[src/rtl/wb_burst_master.sv]
// Wishbone B3 burst initiator: turns one command descriptor into a classic or
// incrementing-burst (linear/wrap4/wrap8/wrap16) read or write cycle.
module wb_burst_master #(
  parameter int MAX_LEN_W = 4
) (
  input  logic                 wb_clk,
  input  logic                 wb_rst_n,
  input  logic                 cmd_valid_i,
  output logic                 cmd_ready_o,
  input  logic                 cmd_we_i,
  input  logic [31:0]          cmd_adr_i,
  input  logic [MAX_LEN_W-1:0] cmd_len_i,
  input  logic [1:0]           cmd_bte_i,
  input  logic [31:0]          wdat_i,
  input  logic [3:0]           wsel_i,
  input  logic                 wdat_valid_i,
  output logic                 wdat_ready_o,
  output logic [31:0]          rdat_o,
  output logic                 rdat_valid_o,
  output logic                 done_o,
  output logic [31:0]          wb_adr_o,
  output logic [31:0]          wb_dat_o,
  output logic [3:0]           wb_sel_o,
  output logic                 wb_we_o,
  output logic                 wb_cyc_o,
  output logic                 wb_stb_o,
  output logic [2:0]           wb_cti_o,
  output logic [1:0]           wb_bte_o,
  input  logic [31:0]          wb_dat_i,
  input  logic                 wb_ack_i
);

  typedef enum logic [1:0] {IDLE, READ, WRITE} state_t;

  state_t               state;
  logic [MAX_LEN_W-1:0] beats_left;
  logic                 rst_sync_p0, rst_sync_p1;
  logic                 ack_beat;

  // Wrapping bursts only advance the low address bits inside their aligned block.
  function automatic logic [31:0] next_adr(input logic [31:0] adr, input logic [1:0] bte);
    case (bte)
      2'b01:   return {adr[31:4], adr[3:0] + 4'd4};
      2'b10:   return {adr[31:5], adr[4:0] + 5'd4};
      2'b11:   return {adr[31:6], adr[5:0] + 6'd4};
      default: return adr + 32'd4;
    endcase
  endfunction

  // Reset asserts asynchronously but is released on a clock edge.
  always_ff @(posedge wb_clk or negedge wb_rst_n) begin
    if (!wb_rst_n) begin
      rst_sync_p0 <= 1'b0;
      rst_sync_p1 <= 1'b0;
    end else begin
      rst_sync_p0 <= 1'b1;
      rst_sync_p1 <= rst_sync_p0;
    end
  end

  assign cmd_ready_o  = (state == IDLE);
  assign wb_stb_o     = (state == READ) || ((state == WRITE) && wdat_valid_i);
  assign wb_sel_o     = (state == READ) ? 4'hf : ((state == WRITE) ? wsel_i : 4'h0);
  assign wb_dat_o     = wdat_i;
  assign ack_beat     = wb_ack_i && wb_stb_o;
  assign wdat_ready_o = ack_beat && wb_we_o;

  always_ff @(posedge wb_clk or negedge rst_sync_p1) begin
    if (!rst_sync_p1) begin
      state        <= IDLE;
      beats_left   <= '0;
      wb_cyc_o     <= 1'b0;
      wb_we_o      <= 1'b0;
      wb_adr_o     <= '0;
      wb_cti_o     <= 3'b000;
      wb_bte_o     <= 2'b00;
      rdat_o       <= '0;
      rdat_valid_o <= 1'b0;
      done_o       <= 1'b0;
    end else begin
      rdat_valid_o <= 1'b0;
      done_o       <= 1'b0;
      case (state)
        IDLE: begin
          if (cmd_valid_i) begin
            state      <= cmd_we_i ? WRITE : READ;
            wb_cyc_o   <= 1'b1;
            wb_we_o    <= cmd_we_i;
            wb_adr_o   <= {cmd_adr_i[31:2], 2'b00};
            wb_bte_o   <= cmd_bte_i;
            wb_cti_o   <= (cmd_len_i == '0) ? 3'b000 : 3'b010;
            beats_left <= cmd_len_i;
          end
        end
        READ, WRITE: begin
          if (ack_beat) begin
            if (state == READ) begin
              rdat_o       <= wb_dat_i;
              rdat_valid_o <= 1'b1;
            end
            if (beats_left == '0) begin
              state    <= IDLE;
              wb_cyc_o <= 1'b0;
              wb_we_o  <= 1'b0;
              done_o   <= 1'b1;
            end else begin
              wb_adr_o   <= next_adr(wb_adr_o, wb_bte_o);
              beats_left <= beats_left - 1'b1;
              wb_cti_o   <= (beats_left == MAX_LEN_W'(1)) ? 3'b111 : 3'b010;
            end
          end
        end
        default: begin
          state    <= IDLE;
          wb_cyc_o <= 1'b0;
          wb_we_o  <= 1'b0;
        end
      endcase
    end
  end

endmodule

[config.mk]
export PLATFORM = sky130hd
export DESIGN_NAME = wb_burst_master
export DESIGN_NICKNAME = d
export VERILOG_FILES = /design/src/rtl/wb_burst_master.sv
export SDC_FILE = /design/constraint.sdc
export NUM_CORES = 1
export LEC_CHECK = 0
export CELL_PAD_IN_SITES_DETAIL_PLACEMENT = 1
export CELL_PAD_IN_SITES_GLOBAL_PLACEMENT = 1
export CORE_ASPECT_RATIO = 0.7
export CORE_MARGIN = 4
export CORE_UTILIZATION = 29
export CTS_BUF_LIST = sky130_fd_sc_hd__clkbuf_16
export CTS_CLUSTER_DIAMETER = 60
export DETAILED_ROUTE_END_ITERATION = 8
export PLACE_DENSITY = 0.79
export REMOVE_ABC_BUFFERS = 1
export SYNTH_ARGS = -nofsm -noshare
export SYNTH_HDL_FRONTEND = slang
export SYNTH_SLANG_ARGS = --single-unit
[constraint.sdc]
create_clock -name wb_clk -period 2.8 [get_ports wb_clk]
set_input_delay 0.56 -clock wb_clk [delete_from_list [all_inputs] [get_ports wb_clk]]
set_output_delay 0.56 -clock wb_clk [all_outputs]
set_load 0.05 [all_outputs]
# Word level (Yosys, flattened, before mapping)
# Index checks and enable logic that the tools add are counted.
totals:
  register_bits: 81
  inputBits: 112
  out_inout_bits: 112
  word_cells: 83
op_classes:
  addsub: 5
  eq_ne: 13
  mux: 34
  n_reduce_logical: 16
op_table:
  columns: ["cell", "n"]
  rows:
  - ["two-way mux 32 bit", 3]
  - ["case mux 32 bit (3 select lines)", 1]
  - ["case mux 32 bit (2 select lines)", 1]
  - ["adder 32 x 3 -> 32 bit (second input constant)", 1]
  - ["two-way mux 4 bit", 5]
  - ["inequality test 2 bit (second input constant)", 7]
  - ["two-way mux 3 bit", 4]
  - ["two-way mux 1 bit", 10]
  - ["two-way mux 2 bit", 5]
  - ["logical NOT 4 bit", 2]
  - ["case mux 4 bit (2 select lines)", 1]
  - ["AND reduction 7 bit", 1]
  - ["adder 6 x 3 -> 6 bit (second input constant)", 1]
  - ["== test 2 bit (second input constant)", 3]
  - ["case mux 3 bit (2 select lines)", 1]
  - ["AND reduction 3 bit", 2]
  - ["AND reduction 6 bit", 1]
  - ["adder 5 x 3 -> 5 bit (second input constant)", 1]
  - ["AND reduction 5 bit", 1]
  - ["adder 4 x 3 -> 4 bit (second input constant)", 1]
  - ["== test 2 x 1 -> 1 bit (second input constant)", 2]
  - ["== test 4 x 1 -> 1 bit (second input constant)", 1]
  - ["case mux 1 bit (2 select lines)", 2]
  - ["case mux 2 bit (2 select lines)", 1]
  - ["8 further kinds", 10]

# Longest topological paths before layout
depth:
  ltp_word: 6
  mapped_depth: 10
  ltp_nobuf: 7

# Worst setup path before layout
# Ideal clock, no wire load.
synth_path:
  kind: "register -> output"
  start: "register wb_we_o"
  end: "output port wdat_ready_o"
  t_arrival_ns: 2.204
  required_time_ns: 2.240
  setup_slack_ns: 0.036
  path_stages_with_launch: 6
  path_buffers: 0
  cell_sequence: "dfrtp_1 inv_1 ha_1 a21o_1 nand2_1 nor2_1"
synth_via:
  elab_chain_cells: 1
synth_rtl:
  columns: ["element", "line", "text"]
  rows:
  - ["start: declaration", "24", "output logic wb_we_o,"]
  - ["start signal: assignment", "88", "wb_we_o <= cmd_we_i;"]
  - ["logical AND 1 bit", "66", "assign wdat_ready_o = ack_beat && wb_we_o;"]
  - ["end: declaration", "17", "output logic wdat_ready_o,"]
# No other way between the ends.

==> impl_metrics.toml <==
[synthesis]
async_s_r_ff_share_synth = 1.000
number_of_enable_type_register_cells_in_the_synthesized_netlist = 0
sequential_area_share_after_synthesis = 0.4556
synthDominantCellAreaShare = 0.4556
postSynthRegisterBits = 77
yosysWarningCount = 0
yosys.cell_types.count = 51
synth_instances = 429
post-synth-top-count-cell = "sky130_fd_sc_hd__dfrtp_1"
ys_dominant_reg_cell = "sky130_fd_sc_hd__dfrtp_1"
cell_type_contributing_the_most_total_cell_area_after_synthesis = "sky130_fd_sc_hd__dfrtp_1"
netlist_top_cells_area = "sky130_fd_sc_hd__dfrtp_1 (46%), sky130_fd_sc_hd__mux2_2 (9.1%), sky130_fd_sc_hd__buf_4 (6.2%), sky130_fd_sc_hd__o21ai_0 (5.3%), sky130_fd_sc_hd__nand3_1 (2.8%)"
synthTopCellsByCount = "sky130_fd_sc_hd__dfrtp_1 (77), sky130_fd_sc_hd__o21ai_0 (45), sky130_fd_sc_hd__buf_4 (35)"
mappedNetlistArea_mm2 = 0.004229
avg_inst_size_synth_um2 = 9.858

[cts]
post-cts-setup-buffers = 0
htreeDepth = 3
cts_made_buffers = 9
cts_root_buffer = "sky130_fd_sc_hd__clkbuf_16"
worstSkewPairLatency_ns = 0.34
tritoncts_num_sinks = 77
cts_tree = "yes"
ctsResizeCount = 0
clk_transition_reported_paths_ns = 0.06
cts_hold_buffers = 0
longest_clk_path_bufs = 2

[critical_path]
crit_family = "buffers and inverters"
cp.buffers_inverters = 2
critical_path.max_fanout = 7
critical_path.max_stage_delay_ns = 0.86
critPathRequiredTime_ns = 2.24
reg2reg_slack_ns = 0.36
setup.worst_path.class = "flip-flop to output port"
regToRegEndpoint = "wb_adr_o[15]$_DFFE_PN0P_"
worst_path_max_delay_cell = "sky130_fd_sc_hd__clkdlybuf4s50_1"
arrival_worst_endpoint_ns = 2.03
rr_worst_depth = 8
rr_startpoint = "wb_we_o$_DFFE_PN0P_"
endpoint_kind = "output port"
crit_path_end = "cmd_ready_o"
worstSetupStartpointType = "flip-flop"
timing.critical_path.cells = "inv_1, ha_1, clkdlybuf4s50_1"
critical_path_depth = 3
setup.worst_path.start = "wb_we_o$_DFFE_PN0P_"

[grt]
grt_pass1_wl_um = 24250
grt_antenna_before_repair = 0
grt_pass1_vias = 4125
grt_remaining_overflow = 0
grt_start_max_net_pins = 76
groute.usage.overall = 0.1874

[power_and_ir_drop]
power.density_mw_per_mm2 = 1409
peakVddDrop_uv = 511.0
total_leakage_power_nw = 2.535
post-layout-total-power_mw = 8.594

[sta]
post-route-period-util = 0.9234
timing.final.crit_period_ns = 2.586
finalClockSkew_ns = 0.007868
max_freq_mhz = 386.8
relSlewSlack = 0.3106
worst-slew-pin-transition_ns = 1.034
setup-violations-final = 0
hold_violations = 0
rsz0062_at_grt = "no"
max_slew_violation_count = 0

[layout]
layout.nets = 673
final_layout_size_suffix_gt1_frac = 0.1413
diodes = 0
flow.area_growth_from_synthesis_pct = 44.26
finish.instance_area_mm2 = 0.006101
final_core_utilization = 0.4327

[floorplan]
die_h_um = 109.0
std_cell_rows = 36
core_area_mm2 = 0.01410
dieArea_mm2 = 0.01661
floorplan.initialDensity = 0.3000
die-width_um = 152.3
boundaryPins = 224

[detailed_routing]
via_count_of_the_routed_design = 3921
drc_errors = 0
route.final.wire_length_um = 15770
detailed_router_s_first_iteration_violation_count = 220
vias_per_cell = 5.235
drt_first_pass_iters = 5
drt.antenna.violating_nets = 0
routed_wire_length_per_instance_um = 21.05

[outcome]
outcome = "finished, final reports clean"

[placement]
place_area_mm2 = 0.005778
place.port_buffers = 155
globalplace.congestion = 0.8371
hpwlAfterDp_um = 11820

[flow_run]
maxCapViolations = 0

[hold_path]
hold_path_depth = 0
worstHoldPathType = "flip-flop to flip-flop"
[report_power, final]
| group | internal, mW | switching [mW] | leakage, nW |
|---|---|---|---|
| Sequential | 1.64 | 0.590 | 0.945 |
| Combinational | 1.78 | 3.31 | 1.44 |
| Clock | 0.784 | 0.499 | 0.152 |
[layer usage]
layer  vias to the layer above  wire, um  track usage
met5                         -         0     0.002976
met4                         0       167      0.04554
met3                        10      1196      0.07695
met2                       147      7173       0.2836
met1                      1988      7227       0.2512
li1                       1776         -            -
[kinds of logic (layout without fill, tap and decap cells)]
| group | count (synthesis) | in the layout | share of synthesized area |
|---|---|---|---|
| AO/OA/AOI/OAI | 112 | 112 | 0.1639 |
| multiplexers | 39 | 39 | 0.1024 |
| other | 2 | 3 | 0.001776 |
| XOR/XNOR | 3 | 3 | 0.006214 |
| buffers and inverters | 66 | 195 | 0.09083 |
| flip-flops | 77 | 77 | 0.4556 |
| adder cells (fa/ha/maj) | 7 | 7 | 0.02071 |
| AND/OR/NAND/NOR | 123 | 123 | 0.1586 |
[worst reg2reg max path, delay by kind of cell (launching register included)]
family / cells / cell delay [ns]
adders and majority gates: 1 / 0.29
AOI/OAI and AO/OA: 4 / 1.04
buffers and inverters: 2 / 0.37
DFF: 1 / 0.40
and+or+nand+nor: 1 / 0.20
[final cells by class]
cell class,count,area (um^2)
fillers,1583,7998
clock inverters,7,97.59
multi-input cells,287,1922
clock buffers,9,225.2
inverters,11,41.29
well taps,190,237.7
repair buffers,168,1647
flip-flops and latches,77,1931
[flip-flops by register name, indices dropped and copies added (netlist names)]
name / flops
rdat_o: 32
wb_adr_o: 30
beats_left: 4
wb_bte_o: 2
wb_cti_o: 2
done_o: 1
rdat_valid_o: 1
rst_sync_p0: 1
rst_sync_p1: 1
state: 1
wb_cyc_o: 1
wb_we_o: 1
[stage by stage]
stage / setup WS, ns / TNS, ns / hold WS, ns / instances
detailed placement: 0.2198 / 0 / 0.3387 / 733
global route: 0.1373 / 0 / 0.3616 / 749
global placement: 0.3321 / 0 / 0.3394 / 733
CTS: 0.2004 / 0 / 0.3543 / 749
finish: 0.2145 / 0 / 0.3521 / 749
floorplan: -0.3652 / -10.14 / 0.2644 / 375
[layout by cell type, fill, tap and decap left out, types with 3 or more instances in the layout]
cell type	instances
sky130_fd_sc_hd__a21o_1	6
sky130_fd_sc_hd__and3_1	5
sky130_fd_sc_hd__nand4_1	10
sky130_fd_sc_hd__nand2_1	25
sky130_fd_sc_hd__a21oi_1	15
sky130_fd_sc_hd__o21ai_0	45
sky130_fd_sc_hd__nor2_1	26
sky130_fd_sc_hd__xor2_1	3
sky130_fd_sc_hd__clkdlybuf4s50_1	149
sky130_fd_sc_hd__mux2_2	34
sky130_fd_sc_hd__inv_1	11
sky130_fd_sc_hd__o211ai_1	3
sky130_fd_sc_hd__conb_1	3
sky130_fd_sc_hd__ha_1	7
sky130_fd_sc_hd__a31oi_1	11
sky130_fd_sc_hd__mux2i_1	5
sky130_fd_sc_hd__nand3_1	24
sky130_fd_sc_hd__or4_1	3
sky130_fd_sc_hd__o22ai_1	6
sky130_fd_sc_hd__nor3_1	5
sky130_fd_sc_hd__nand2b_1	3
sky130_fd_sc_hd__buf_4	18
sky130_fd_sc_hd__dfrtp_1	76
sky130_fd_sc_hd__clkbuf_16	9
sky130_fd_sc_hd__a22oi_1	11
[worst min-delay path by stage]
| stage | endpoint | startpoint |
|---|---|---|
| after detailed placement | rst_sync_p1$_DFF_PN0_ | rst_sync_p0$_DFF_PN0_ |
| after global routing | rst_sync_p1$_DFF_PN0_ | wb_rst_n |
| after CTS | rst_sync_p1$_DFF_PN0_ | rst_sync_p0$_DFF_PN0_ |
| after global placement | rst_sync_p1$_DFF_PN0_ | rst_sync_p0$_DFF_PN0_ |
| after floorplan | rst_sync_p0$_DFF_PN0_ | wb_rst_n |
| final | rst_sync_p1$_DFF_PN0_ | rst_sync_p0$_DFF_PN0_ |
Note: power is estimated with default switching activity, not from simulation.
